## src/rtl/vector_fb_scheduler.sv

```systemverilog
// Framebuffer write-port scheduler: sweeps the buffer (clear or fade) once per frame on the
// vblank rising edge, then hands the port to the vector line drawer until the next frame.
module vector_fb_scheduler #(
  parameter int                    ADDR_WIDTH  = 16,
  parameter int                    DATA_WIDTH  = 8,
  parameter logic [DATA_WIDTH-1:0] CLEAR_VALUE = '0,
  parameter int                    FADE_SHIFT  = 1
) (
  input  logic                  clk,
  input  logic                  reset,
  input  logic                  vblank,
  input  logic                  pause,
  input  logic                  fade_mode,
  input  logic                  plot_valid,
  input  logic [ADDR_WIDTH-1:0] plot_addr,
  input  logic [DATA_WIDTH-1:0] plot_data,
  output logic                  plot_ready,
  output logic [ADDR_WIDTH-1:0] fb_addr,
  output logic                  fb_wren,
  output logic [DATA_WIDTH-1:0] fb_data,
  input  logic [DATA_WIDTH-1:0] fb_q,
  output logic                  frame_start,
  output logic                  clear_busy,
  output logic                  overrun,
  output logic [7:0]            frame_count
);

  typedef enum logic [2:0] {
    IDLE,
    CLR,
    FADE_RD,
    FADE_WR,
    DRAW
  } state_t;

  state_t                state, state_nxt;
  logic                  vblank_q;
  logic                  vb_edge;
  logic                  start;
  logic [ADDR_WIDTH-1:0] sw_addr, sw_addr_nxt;
  logic [ADDR_WIDTH-1:0] addr_hold;

  // A paused frame ignores vblank entirely, so no frame starts and no overrun is flagged.
  assign vb_edge = vblank & ~vblank_q & ~pause;

  // NOTE: sequential state uses non-blocking assignments so every register samples pre-edge values.
  always_ff @(posedge clk) begin
    if (reset) begin
      state       <= IDLE;
      sw_addr     <= '0;
      vblank_q    <= 1'b0;
      overrun     <= 1'b0;
      frame_count <= '0;
      frame_start <= 1'b0;
      addr_hold   <= '0;
    end else begin
      state       <= state_nxt;
      sw_addr     <= sw_addr_nxt;
      vblank_q    <= vblank;
      frame_start <= start;
      addr_hold   <= fb_addr;
      if (start)
        frame_count <= frame_count + 8'd1;
      if (vb_edge && clear_busy)
        overrun <= 1'b1;
    end
  end

  // NOTE: every output of this block gets a default first, so no path can infer a latch.
  always_comb begin
    state_nxt   = state;
    sw_addr_nxt = sw_addr;
    start       = 1'b0;
    clear_busy  = 1'b0;
    plot_ready  = 1'b0;
    fb_addr     = addr_hold;
    fb_wren     = 1'b0;
    fb_data     = '0;

    case (state)
      IDLE, DRAW: begin
        if (state == DRAW) begin
          plot_ready = ~pause;
          fb_addr    = plot_addr;
          fb_data    = plot_data;
          fb_wren    = plot_valid & ~pause;
        end
        // The fade/clear choice is captured by which sweep state is entered.
        if (vb_edge) begin
          start       = 1'b1;
          sw_addr_nxt = '0;
          state_nxt   = fade_mode ? FADE_RD : CLR;
        end
      end

      CLR: begin
        clear_busy  = 1'b1;
        fb_addr     = sw_addr;
        fb_wren     = 1'b1;
        fb_data     = CLEAR_VALUE;
        sw_addr_nxt = sw_addr + 1'b1;
        if (&sw_addr)
          state_nxt = DRAW;
      end

      FADE_RD: begin
        clear_busy = 1'b1;
        fb_addr    = sw_addr;
        state_nxt  = FADE_WR;
      end

      FADE_WR: begin
        // fb_q holds the pixel read at this same address in the previous cycle.
        clear_busy  = 1'b1;
        fb_addr     = sw_addr;
        fb_wren     = 1'b1;
        fb_data     = fb_q >> FADE_SHIFT;
        sw_addr_nxt = sw_addr + 1'b1;
        state_nxt   = (&sw_addr) ? DRAW : FADE_RD;
      end

      default: state_nxt = IDLE;
    endcase
  end

endmodule

```

## config.mk

```make
export PLATFORM = sky130hd
export DESIGN_NAME = vector_fb_scheduler
export DESIGN_NICKNAME = d
export VERILOG_FILES = /design/src/rtl/vector_fb_scheduler.sv
export SDC_FILE = /design/constraint.sdc
export NUM_CORES = 1
export LEC_CHECK = 0
export CAP_MARGIN = 20
export CORE_MARGIN = 4
export CORE_UTILIZATION = 40
export CTS_BUF_LIST = sky130_fd_sc_hd__clkbuf_8
export DETAILED_ROUTE_END_ITERATION = 16
export GPL_ROUTABILITY_DRIVEN = 0
export PLACE_DENSITY = 0.78
export REMOVE_ABC_BUFFERS = 1
export SKIP_LAST_GASP = 1
export SLEW_MARGIN = 20
export SYNTH_ARGS = -nofsm -noshare
export SYNTH_HDL_FRONTEND = slang
export SYNTH_SLANG_ARGS = --single-unit
```

## constraint.sdc

```tcl
create_clock -name clk -period 2 [get_ports clk]
set_input_delay 0.4 -clock clk [delete_from_list [all_inputs] [get_ports clk]]
set_output_delay 0.4 -clock clk [all_outputs]
set_load 0.03 [all_outputs]
```

==> results by group <==
Placement
  – I/O Buffers: 73
  – Placed Area: 3270 um^2
  – DP Worst Slack: -182 ps
  – Inst Count DP: 413
  – HPWL Detailed: 4330 um

GRT
  – Remaining Overflow, GRT: 0
  – Initial antenna violation count: 0
  – Vias in the first global route: 2291
  – Largest net degree at the start of global routing: 33
  – Total track usage: 16.8%
  – First-pass GRT wire length: 10100 um

Worst setup path
  – R2R Path Start: sw_addr[1]
  – CP startpoint: state[1]
  – CP Launch Type: register
  – Crit path DAT: 1610 ps
  – CP endpoint kind: primary output
  – WS Path Type: register to primary output
  – Worst path required time: 1600 ps
  – Critical path fanouts, max: 7

Detailed routing
  – Iter 0 DRT Violations: 74
  – Drt first pass iters: 4
  – Number of remaining DRC errors: 0
  – DR vias: 2368
  – Vias per cell: 5.39
  – Routed length per placed instance: 14.6 um
  – Detailed Route WL: 6390 um
  – Post-DRT Antenna Nets: 0

Job
  – Max Cap Viol: 0

Die
  – Die area: 7420 um^2
  – I/O pin cnt: 75
  – Core area: 5920 um^2
  – Width of the die: 86.1 um
  – Die H: 86.1 um
  – Std cell rows: 28
  – Starting density of the core: 41.2%

Timing
  – Worst slew margin: 53.0%
  – Fmax: 0.496 GHz
  – Final hold vios: 0
  – Final Max Slew Viols: 0
  – Worst slew pin tran: 705 ps
  – Final min period: 2010 ps
  – Final Cycle Share: 101%
  – RSZ-0062 raised after global routing: true
  – Final setup fails: 5
  – Final worst slack: -14.4 ps
  – Clock Skews: 7.53 ps

Logic synthesis
  – Sequential cell area fraction in the yosys report: 37.7%
  – Ys async rst share: 0%
  – Post-synthesis instance total: 263
  – Post-synthesis cell area: 2440 um^2
  – Main synth FF type: dfxtp_1
  – Number of synthesized flops with an enable pin: 0
  – Synth warn: 0
  – Mean Syn Cell Area: 9.28 um^2
  – Synth top area cells: dfxtp_1 (38%), mux2i_1 (20%), nor2b_1 (4.9%), a21oi_1 (4.1%), nor2_1 (2.6%)
  – Seq cells post-synth: 46
  – Post-synth top area cell: dfxtp_1
  – Top-area cell type share of the netlist area: 37.7%
  – Synth cell types: 44

Power and ir drop
  – Lkg Pwr: 1.53 nW
  – Pwr Total: 0.00217 W
  – VDD IR max: 0.382 mV
  – Power per cell area: 598 nW/um^2

Layout
  – N_diodes: 0
  – Synth-to-layout area growth: 48.7%
  – Final Cell Area: 3630 um^2
  – Non-filler instance count after layout: 439
  – Most common cell after layout, fill and taps aside: mux2i_1
  – Final Net Count: 403
  – Most frequent cells in the layout: mux2i_1 (48), buf_4 (47), clkdlybuf4s50_1 (46)
  – Layout cells sized above 1: 22.8%

Run status
  – Outcome: complete, but fails checks
  – Failing checks: negative setup slack

CTS
  – CTS Hold Bufs: 0
  – Max Root-Sink Buffers: 2
  – Clk slew on worst S/H paths: 90 ps
  – Clock sink count: 46
  – CTS Root Cell: clkbuf_8
  – CTS tree: done
  – Total CTS buffers: 5
  – H-tree depth: 2
  – Clk Latency, worst-skew pair: 300 ps

Hold path
  – HP Class: register to register
  – Min-delay src: overrun
-- metrics by stage --
step                      TNS [ps]  utilization (%)  hold WS, ps
final                        -52.5             61.3          485
after global routing         -1660             61.3          524
after CTS                     -373             58.5          489
after detailed placement     -2010             55.3          464
after global placement       -1410             55.3          464
after floorplan             -53970                -          447
-- worst max-delay path, cell delays in order (launching register included) --
cell and delay, ps:
dfxtp_4 370, nor2_4 160, buf_12 160, clkbuf_16 160, mux2i_1 180, mux2i_1 110, buf_4 180
-- state kept, by name (all words and copies together), names as in the netlist --
name and cells:
addr_hold 16, frame_count 8, frame_start 1, overrun 1
state 3, sw_addr 16, vblank_q 1
-- routing by layer --
layer / vias up / global-route usage [%] / part of all wire [%]
li1: 1169 / - / -
met1: 1110 / 20.6 / 44
met4: 0 / 5.47 / 1.8
met5: - / 0 / 0
met3: 11 / 4.61 / 7.3
met2: 78 / 28.5 / 47
-- synthesized netlist by cell type (all sizes together) (2+ instances only) --
library cell / number
ha: 2
or4: 7
o21ai: 7
xor2: 3
nor4: 4
nand2b: 2
nor2: 18
nor3: 2
nor2b: 19
dfxtp: 46
a22oi: 2
buf: 10
xnor2: 4
a22o: 7
mux2i: 48
nand4: 5
clkbuf: 5
or3: 6
a21oi: 21
nand3: 11
o32a: 2
and3: 3
or2: 2
and2: 2
o31ai: 6
nand2: 10
-- where the power goes --
group / switching (W) / internal (W)
clock: 0.000330 / 0.000246
combinational: 0.000274 / 0.000376
sequential: 0.0000154 / 0.000930
total: 0.000620 / 0.00155
-- repair_timing --
item	in CTS	in global routing
pin swaps	1	5
endpoints found under the setup margin	26	24
cloned	1	3
resized for setup	8	14
buffers inserted	7	8
hold endpoints to repair	0	0
-- final cells by class --
| cell class | instances | area (um^2) |
|---|---|---|
| Sequential cell | 46 | 927 |
| Timing Repair Buffer | 108 | 1060 |
| Clock buffer | 5 | 68.8 |
| Tap cell | 75 | 93.8 |
| Fill cell | 514 | 2290 |
| Inverter | 1 | 3.75 |
| Multi-Input combinational cell | 201 | 1450 |
| Clock inverter | 3 | 21.3 |
-- final timing paths --
kind / endpoint / slack (ps) / cells after the start
max: fb_addr[15] / -10 / 6
min: overrun / 490 / 2
max reg2reg: sw_addr[14] / 210 / 5
min reg2reg: overrun / 490 / 2
-- kinds of logic after synthesis --
family,synth area share [%]
AOI/OAI and AO/OA,12.7
xor gates and xnor gates,2.51
and+or+nand+nor,22.7
adders and majority gates,1.02
buffers and inverters,3.64
DFF,37.7
muxes,19.7
(Power assumes the default switching activity.)
